--- src/rtl/jtag_scan_master_if.sv ---
// Command/response bundle for jtag_scan_master.
// master: host issuing commands; slave: the scan engine.
interface jtag_scan_master_if;
  logic        cmd_valid;
  logic        cmd_ready;
  logic [1:0]  cmd_op;
  logic [3:0]  cmd_len;
  logic [15:0] cmd_data;
  logic        rsp_valid;
  logic [15:0] rsp_data;
  logic        busy;

  modport master (
    output cmd_valid, cmd_op, cmd_len, cmd_data,
    input  cmd_ready, rsp_valid, rsp_data, busy
  );

  modport slave (
    input  cmd_valid, cmd_op, cmd_len, cmd_data,
    output cmd_ready, rsp_valid, rsp_data, busy
  );
endinterface

--- src/rtl/jtag_scan_master.sv ---
// JTAG scan initiator: turns TLR / IR / DR / idle-run commands into TCK/TMS/TDI.
// Ports: clk, rst_n, bus (cmd/rsp slave), TCK, TMS, TDI out, TDO in.
module jtag_scan_master #(
  parameter int TCK_DIV = 4
) (
  input  logic              clk,
  input  logic              rst_n,
  jtag_scan_master_if.slave bus,
  output logic              TCK,
  output logic              TMS,
  output logic              TDI,
  input  logic              TDO
);

  typedef enum logic [2:0] {
    S_IDLE, S_HDR, S_SHIFT, S_POST, S_RUN, S_DONE
  } state_t;

  localparam logic [1:0] OP_TLR = 2'b00;
  localparam logic [1:0] OP_IR  = 2'b01;
  localparam logic [1:0] OP_RUN = 2'b11;

  localparam logic [8:0] HALF = 9'(TCK_DIV);
  localparam logic [8:0] LAST = 9'(2 * TCK_DIV - 1);

  state_t      state;
  logic [8:0]  div;
  logic [1:0]  op;
  logic [4:0]  n;
  logic [15:0] data;
  logic [2:0]  hdr_n;
  logic [5:0]  hdr_pat;
  logic [15:0] cnt;
  logic [15:0] cap;
  logic        samp;
  logic [3:0]  samp_idx;
  logic        busy_q;
  logic        rsp_valid_q;
  logic [15:0] rsp_q;
  logic        fin;

  wire period_start = (div == 9'd0);
  wire rise         = (div == HALF);

  assign bus.cmd_ready = !busy_q;
  assign bus.busy      = busy_q;
  assign bus.rsp_valid = rsp_valid_q;
  assign bus.rsp_data  = rsp_q;

  // Sequence exhausted: the period that would start now is not issued.
  always_comb begin
    fin = 1'b0;
    unique case (state)
      S_HDR:   fin = (cnt == 16'(hdr_n));
      S_POST:  fin = (cnt == 16'd2);
      S_RUN:   fin = (cnt == data);
      default: fin = 1'b0;
    endcase
  end

  always_ff @(posedge clk or negedge rst_n) begin
    if (!rst_n) begin
      state       <= S_IDLE;
      div         <= '0;
      op          <= '0;
      n           <= '0;
      data        <= '0;
      hdr_n       <= '0;
      hdr_pat     <= '0;
      cnt         <= '0;
      cap         <= '0;
      samp        <= 1'b0;
      samp_idx    <= '0;
      busy_q      <= 1'b0;
      rsp_valid_q <= 1'b0;
      rsp_q       <= '0;
      TCK         <= 1'b0;
      TMS         <= 1'b1;
      TDI         <= 1'b0;
    end else begin
      rsp_valid_q <= 1'b0;
      if (state != S_IDLE && state != S_DONE)
        div <= (div == LAST) ? 9'd0 : div + 9'd1;
      unique case (state)
        S_IDLE: begin
          if (bus.cmd_valid && !busy_q) begin
            op     <= bus.cmd_op;
            n      <= (bus.cmd_len == 4'd0) ? 5'd16 : {1'b0, bus.cmd_len};
            data   <= bus.cmd_data;
            cnt    <= '0;
            div    <= '0;
            cap    <= '0;
            samp   <= 1'b0;
            busy_q <= 1'b1;
            state  <= (bus.cmd_op == OP_RUN) ? S_RUN : S_HDR;
            // Header TMS bits, bit 0 first.
            if (bus.cmd_op == OP_TLR) begin
              hdr_n   <= 3'd6;
              hdr_pat <= 6'b011111;
            end else if (bus.cmd_op == OP_IR) begin
              hdr_n   <= 3'd4;
              hdr_pat <= 6'b000011;
            end else begin
              hdr_n   <= 3'd3;
              hdr_pat <= 6'b000001;
            end
          end
        end
        S_DONE: begin
          busy_q <= 1'b0;
          state  <= S_IDLE;
        end
        default: begin
          // TDO is taken on the same edge that raises TCK.
          if (rise) begin
            TCK <= 1'b1;
            if (samp)
              cap[samp_idx] <= TDO;
          end
          if (period_start) begin
            TCK  <= 1'b0;
            TDI  <= 1'b0;
            samp <= 1'b0;
            if (fin) begin
              state       <= S_DONE;
              rsp_valid_q <= 1'b1;
              rsp_q       <= cap;
            end else begin
              unique case (state)
                S_HDR: begin
                  TMS <= hdr_pat[cnt[2:0]];
                  if (op != OP_TLR && cnt == 16'(hdr_n - 3'd1)) begin
                    state <= S_SHIFT;
                    cnt   <= '0;
                  end else begin
                    cnt <= cnt + 16'd1;
                  end
                end
                S_SHIFT: begin
                  TMS      <= (cnt[4:0] == n - 5'd1);
                  TDI      <= data[cnt[3:0]];
                  samp     <= 1'b1;
                  samp_idx <= cnt[3:0];
                  if (cnt[4:0] == n - 5'd1) begin
                    state <= S_POST;
                    cnt   <= '0;
                  end else begin
                    cnt <= cnt + 16'd1;
                  end
                end
                S_POST: begin
                  TMS <= (cnt == 16'd0);
                  cnt <= cnt + 16'd1;
                end
                S_RUN: begin
                  TMS <= 1'b0;
                  cnt <= cnt + 16'd1;
                end
                default: ;
              endcase
            end
          end
        end
      endcase
    end
  end

endmodule

--- src/flat_wrapper.sv ---
// flat-port wrapper written by rule: the top's interface ports become plain ports
module jtag_scan_master_flat 
#(
  parameter int TCK_DIV = 4
)
  (clk, rst_n, TCK, TMS, TDI, TDO, bus_cmd_valid, bus_cmd_op, bus_cmd_len, bus_cmd_data, bus_cmd_ready, bus_rsp_valid, bus_rsp_data, bus_busy);
  jtag_scan_master_if bus_i ();
  input  logic clk;
  input  logic rst_n;
  output logic TCK;
  output logic TMS;
  output logic TDI;
  input  logic TDO;
  input wire logic [$bits(bus_i.cmd_valid)-1:0] bus_cmd_valid;
  input wire logic [$bits(bus_i.cmd_op)-1:0] bus_cmd_op;
  input wire logic [$bits(bus_i.cmd_len)-1:0] bus_cmd_len;
  input wire logic [$bits(bus_i.cmd_data)-1:0] bus_cmd_data;
  output wire logic [$bits(bus_i.cmd_ready)-1:0] bus_cmd_ready;
  output wire logic [$bits(bus_i.rsp_valid)-1:0] bus_rsp_valid;
  output wire logic [$bits(bus_i.rsp_data)-1:0] bus_rsp_data;
  output wire logic [$bits(bus_i.busy)-1:0] bus_busy;
  assign bus_i.cmd_valid = bus_cmd_valid;
  assign bus_i.cmd_op = bus_cmd_op;
  assign bus_i.cmd_len = bus_cmd_len;
  assign bus_i.cmd_data = bus_cmd_data;
  assign bus_cmd_ready = bus_i.cmd_ready;
  assign bus_rsp_valid = bus_i.rsp_valid;
  assign bus_rsp_data = bus_i.rsp_data;
  assign bus_busy = bus_i.busy;
  jtag_scan_master #(.TCK_DIV(TCK_DIV)) u_core (.clk(clk), .rst_n(rst_n), .bus(bus_i), .TCK(TCK), .TMS(TMS), .TDI(TDI), .TDO(TDO));
endmodule
--- config.mk ---
export PLATFORM = sky130hd
export DESIGN_NAME = jtag_scan_master_flat
export DESIGN_NICKNAME = d
export VERILOG_FILES = /design/src/rtl/jtag_scan_master_if.sv /design/src/rtl/jtag_scan_master.sv /design/src/flat_wrapper.sv
export SDC_FILE = /design/constraint.sdc
export NUM_CORES = 1
export LEC_CHECK = 0
export CORE_MARGIN = 10
export CORE_UTILIZATION = 50
export CTS_CLUSTER_DIAMETER = 80
export DETAILED_ROUTE_END_ITERATION = 10
export DONT_BUFFER_PORTS = 1
export GPL_ROUTABILITY_DRIVEN = 0
export SLEW_MARGIN = 15
export SYNTH_ARGS = -nofsm -noshare
export SYNTH_HDL_FRONTEND = slang
export SYNTH_SLANG_ARGS = --single-unit
export TNS_END_PERCENT = 30
--- constraint.sdc ---
create_clock -name clk -period 4.2 [get_ports clk]
set_input_delay 0.42 -clock clk [delete_from_list [all_inputs] [get_ports clk]]
set_output_delay 0.42 -clock clk [all_outputs]
set_load 0.1 [all_outputs]
==> Word-level counts from Yosys, hierarchy flattened <==
Index checks and enable logic that the tools add are counted.
{ "word_totals": {"regBits": 102, "latchBits": 0, "ram_bits": 0, "romBits": 0, "input_bits": 26, "output_inout_bits": 22, "word_cells": 131, "mem_count": 0} }
{ "classes": {"addsub": 4, "n_mul": 0, "div": 0, "n_lt_le_gt_ge": 4, "eq_ne": 19, "shifts": 0, "n_mux": 50, "n_bitwise": 3, "reduce_logical": 34} }
{ "op_table": {"columns": ["cell", "count"], "rows": [
  ["$mux W16", 7],
  ["$pmux W16 S2", 2],
  ["$pmux W16 S3", 1],
  ["$mux W9", 4],
  ["$eq A16 B16 Y1", 2],
  ["$mux W3", 8],
  ["$eq A9 B3 Y1 const B", 2],
  ["$add A16 B1 Y16 const B", 1],
  ["$bwmux W16", 1],
  ["$eq A16 B2 Y1 const B", 1],
  ["$eq A16 B3 Y1", 1],
  ["$logic_not A16 Y1", 1],
  ["$mux W1", 15],
  ["$pmux W3 S2", 2],
  ["$reduce_and A4 Y1", 3],
  ["$reduce_bool A2 Y1", 6],
  ["$lt A4 B5 Y1 const B", 2],
  ["$reduce_and A5 Y1", 2],
  ["$add A9 B1 Y9 const B", 1],
  ["$logic_not A9 Y1", 1],
  ["$reduce_and A2 Y1", 4],
  ["$reduce_bool A4 Y1", 2],
  ["$eq A3 B2 Y1 const B", 2],
  ["$eq A3 B3 Y1 const B", 2],
  ["32 further kinds", 41]
]} }

==> Longest topological paths before layout <==
{ "depth": {"depth_word": 8, "ltp_mapped": 10, "depth_no_buf": 9} }

==> Worst setup path before layout <==
No wires, ideal clock.
{ "synth_timing": {"path_kind": "register to register", "startpoint": "reg u_core.busy_q (netlist: u_core.bus.busy)", "endpoint": "reg u_core.cnt[5]", "setup_time_ns": 0.122, "t_arrival_ns": 2.956, "required_ns": 4.078, "slack_ns": 1.122, "stages_incl_launch_ff": 8, "path_buffers": 0, "period_less_slack_ns": 3.078, "cell_sequence": "dfrtp_1 > inv_1 > nand3_1 > o21ai_0 > o21ai_0 > a41oi_2 > and2_1 > a32o_1"} }
{ "synth_via": {"elab_chain_cells": 4} }
{ "synth_rtl": {"columns": ["item", "line", "text"], "rows": [
  ["start, declared", "jtag_scan_master.sv:37", "logic busy_q;"],
  ["start signal, assigned", "jtag_scan_master.sv:74", "busy_q <= 1'b0;"],
  ["start signal, assigned", "jtag_scan_master.sv:94", "busy_q <= 1'b1;"],
  ["start signal, assigned", "jtag_scan_master.sv:110", "busy_q <= 1'b0;"],
  ["$logic_not A1 Y1", null, null],
  ["via bus_cmd_ready", "flat_wrapper.sv:18", "output wire logic [$bits(bus_i.cmd_ready)-1:0] bus_cmd_ready;"],
  ["$logic_and A1 B1 Y1", "jtag_scan_master.sv:86", "if (bus.cmd_valid && !busy_q) begin"],
  ["$ne A2 B1 Y1 (no line)", null, null],
  ["$reduce_and A5 Y1 (no line)", null, null],
  ["end signal, assigned", "jtag_scan_master.sv:136", "cnt <= cnt + 16'd1;"],
  ["end signal, assigned", "jtag_scan_master.sv:148", "cnt <= cnt + 16'd1;"],
  ["end signal, assigned", "jtag_scan_master.sv:153", "cnt <= cnt + 16'd1;"],
  ["end, declared", "jtag_scan_master.sv:33", "logic [15:0] cnt;"]
]} }
The timed path passes the listed nets, and every way through them passes these cells.
A chain may end at the register's enable or synchronous reset.

==> Final worst setup path <==
{ "layout_timing": {"startpoint": "reg u_core.state[2]", "endpoint": "reg u_core.cnt[14]"} }
{ "layout_via": {"elab_chain_cells": 6, "elab_cells_between_ends": 18, "classes_between": "7 x eq/ne; 5 x mux; 1 x bitwise; 5 x reduce/logical"} }
{ "layout_rtl": {"columns": ["item", "line", "text"], "rows": [
  ["start, declared", "jtag_scan_master.sv:26", "state_t state;"],
  ["start signal, assigned", "jtag_scan_master.sv:95", "state <= (bus.cmd_op == OP_RUN) ? S_RUN : S_HDR;"],
  ["$eq A3 B2 Y1 / $eq A3 B3 Y1 (equally long branches)", "jtag_scan_master.sv:53, jtag_scan_master.sv:129", null],
  ["$reduce_or A2 Y1 (no line)", null, null],
  ["$pmux W16 S3", "jtag_scan_master.sv:129", "unique case (state)"],
  ["$mux W16", "jtag_scan_master.sv:124", "if (fin) begin"],
  ["$mux W16", "jtag_scan_master.sv:120", "if (period_start) begin"],
  ["$pmux W16 S2", "jtag_scan_master.sv:84", "unique case (state)"]
]} }
Several ways; a longest one is shown, not always the timed one. The select of a mux whose other input is x is not followed.

==> run metrics <==
status=complete, no violations; WHS Endpoint=u_core.hdr_pat[3]; syn nets=614; Sink Count=98; final hold violation count=0; syn_area_per_cell=9.30 µm²; P per Cell Area=326 nW/µm²; die area=15,400 µm²; max cap viols=0; via count=4,306; Max Slew Vio Count=0; proportion of layout cells with a drive suffix above 1=7.32%; Setup TNS=0 ns; Switching Share=28.0%; Synth top area share=44.8%; Post-CTS Hold Buffers=2; cell area after synthesis=5420 µm²; routed vias/inst=6.06; Synth Area in XOR/XNOR=3.81%; Hold Path Stages=1; Post-synth EDFFs=0; final clock skew=0.0160 ns; H-tree depth=3; Clk pwr share=35.1%; Pint=1350 µW; Final Power=1870 µW; asr flop ratio synth=100%; Final WS setup=0.696 ns; Clk Latency, worst-skew pair=0.38 ns; IO Port Bufs=0; fmax=285 MHz; Tot GR Track Use=17.5%; mean routed wirelength per cell=18.5 µm; CTS tree=built; vias in the first global route=4,200; antenna violations before repair=0; Crit Reg-Reg Startpoint=u_core.state[2]; leak pwr=0.00251 µW; min-delay worst type=in2reg; Overflow after GRT=0; Core Region=10,400 µm²; Area growth syn-to-layout=6.15%; complex-gate fraction of the synthesized area=18.0%; dpl ws=0.741 ns; Ports=48; root buffer cell=clkbuf_8; area leader, netlist=dfrtp_1; Setup crit end kind=flop; TritonRoute pass-1 iters=5; first-pass GRT wire length=21.7 mm; post-synthesis sequential area ratio=45.3%; Max Fanout on Critical Path=18; Slew @ Worst Pin=0.915 ns; Initial DRC Count=415; worst path required time=4.49 ns; crit path launch type=flop; Initial Util=52.0%; post-synthesis register bit count=98; most frequent cells in the layout=dfrtp_1, nand2_1, o21ai_0, nor2_1, inv_1; Num CTS Buffers=9; hold path startpoint=bus_cmd_op[0]; Yosys cell types=65; nets@finish=601; critical path arrival=3.79 ns; worst r2r path cells=7; cell count after synthesis=582; setup bufs post-CTS=0; Die Y=124 µm; post-synthesis mux area share=6.59%; Resized cells post-CTS=0; Synth Area in Adders=1.39%; Post-Synth Simple-Gate Area=20.8%; clock slew at reported path FFs=0.10 ns; DRT Wirelength=13.2 mm; sw power=526 µW; combinational share of power=7.4%; largest net degree at the start of global routing=99; post-route ant nets=0; Die Width=124 µm; Sequential Power Share=57.5%; diodes inserted=0; Peak VDD IR=0.236 mV; Synth warnings=0; commonest non-fill, non-tap cell in the layout=dfrtp_1; main area contributors after synthesis=dfrtp_1, nand2_1, o21ai_0; Final setup violation count=0; largest family of logic cells by synthesized area=simple AND/OR/NAND/NOR gates; Util after Layout=55.2%; register-to-register path setup slack=0.70 ns; clock buffer depth=2; row count=37; RSZ-0062 raised after global routing=no; number of remaining DRC errors=0; dpl hpwl=9.36 mm; Top FF cell, synth=dfrtp_1; worst setup path class=reg2reg; Reg-to-Reg End=u_core.cnt[14]; period utilisation layout=83.4%; min Tclk post-route=3.50 ns; Slew headroom=39.0%
-- through the flow --
step	hold WS (ns)	cells	area (µm²)
2_1_floorplan	0.124	582	5420
3_3_place_gp	0.128	692	5500
3_5_place_dp	0.128	692	5500
4_1_cts	0.115	710	5750
5_1_grt	0.117	710	5750
6_report	0.122	710	5750
-- power groups by stage --
| stage | Combinational [µW] | Sequential [µW] | Clock, µW |
|---|---|---|---|
| finish | 138 | 1080 | 659 |
| global route | 160 | 1090 | 717 |
| CTS | 142 | 1080 | 669 |
| detailed placement | 117 | 1100 | 0 |
| global placement | 116 | 1090 | 0 |
| floorplan | 111 | 1070 | 0 |
-- Yosys cell counts (5+ instances only) --
cell,count
buf_2,6
xor2_1,9
o22ai_1,8
nand2_1,89
o2bb2ai_1,8
nand3_1,15
nor4bb_1,5
and3_1,7
nor3_1,9
nor2b_1,9
ha_1,6
o31ai_1,6
dfrtp_1,97
nor2_1,34
xnor2_1,12
nand2b_1,11
nor4_1,5
a21oi_1,19
mux2_1,11
mux2_2,8
a31oi_1,8
o211ai_1,11
mux4_2,5
or3_1,5
o21ai_0,61
clkbuf_1,24
nand4_1,11
inv_1,23
-- per-layer routing --
layer	track usage [%]	wire [µm]	vias up
met2	27.2	6060	143
met5	0	0	-
met1	23.5	6180	2062
li1	-	-	2080
met3	2.67	677	21
met4	7.84	246	0
-- worst max-delay path: stages, from the launching register on --
cell,delay (ns)
dfrtp_1,0.70
or3b_1,0.58
o21ai_0,0.21
o21ai_0,0.10
and4_1,0.27
a41oi_2,0.68
nand3_1,0.57
o2bb2ai_1,0.30
-- how the worst max path moves through the flow --
| stage | from | end | slack [ns] |
|---|---|---|---|
| 2_1_floorplan | u_core.bus.busy | u_core.cnt[5] | 1.12 |
| 3_3_place_gp | u_core.state[2] | u_core.cnt[15] | 0.87 |
| 3_5_place_dp | u_core.state[2] | u_core.cnt[15] | 0.74 |
| 4_1_cts | u_core.state[2] | u_core.cnt[14] | 0.73 |
| 5_1_grt | u_core.state[2] | u_core.cnt[15] | 0.40 |
| 6_report | u_core.state[2] | u_core.cnt[14] | 0.70 |
-- final cells by class --
| type | count | area, µm² |
|---|---|---|
| flip-flops and latches | 98 | 2450 |
| fillers | 960 | 4670 |
| repair buffers | 8 | 82.6 |
| clock inverters | 5 | 67.6 |
| multi-input cells | 428 | 2740 |
| well taps | 136 | 170 |
| clock buffers | 11 | 141 |
| inverters | 24 | 90.1 |
-- kinds of logic (layout without fill, tap and decap cells) --
family,count (synthesis),after routing
fa+ha+maj,6,6
mux,27,27
compound gates,152,152
buf+inv,56,48
flops,98,98
xor+xnor,22,22
simple gates,221,221
-- flip-flops by register name, summed over array words and instances (netlist names) --
name                  flops
u_core.bus.busy           1
u_core.bus.rsp_data      16
u_core.hdr_n              2
u_core.bus.rsp_valid      1
u_core.n                  5
u_core.samp               1
u_core.hdr_pat            3
u_core.op                 2
u_core.state              3
u_core.TMS                1
u_core.TDI                1
u_core.samp_idx           4
u_core.data              16
u_core.div                9
u_core.cnt               16
u_core.cap               16
u_core.TCK                1
(Power assumes the default switching activity.)
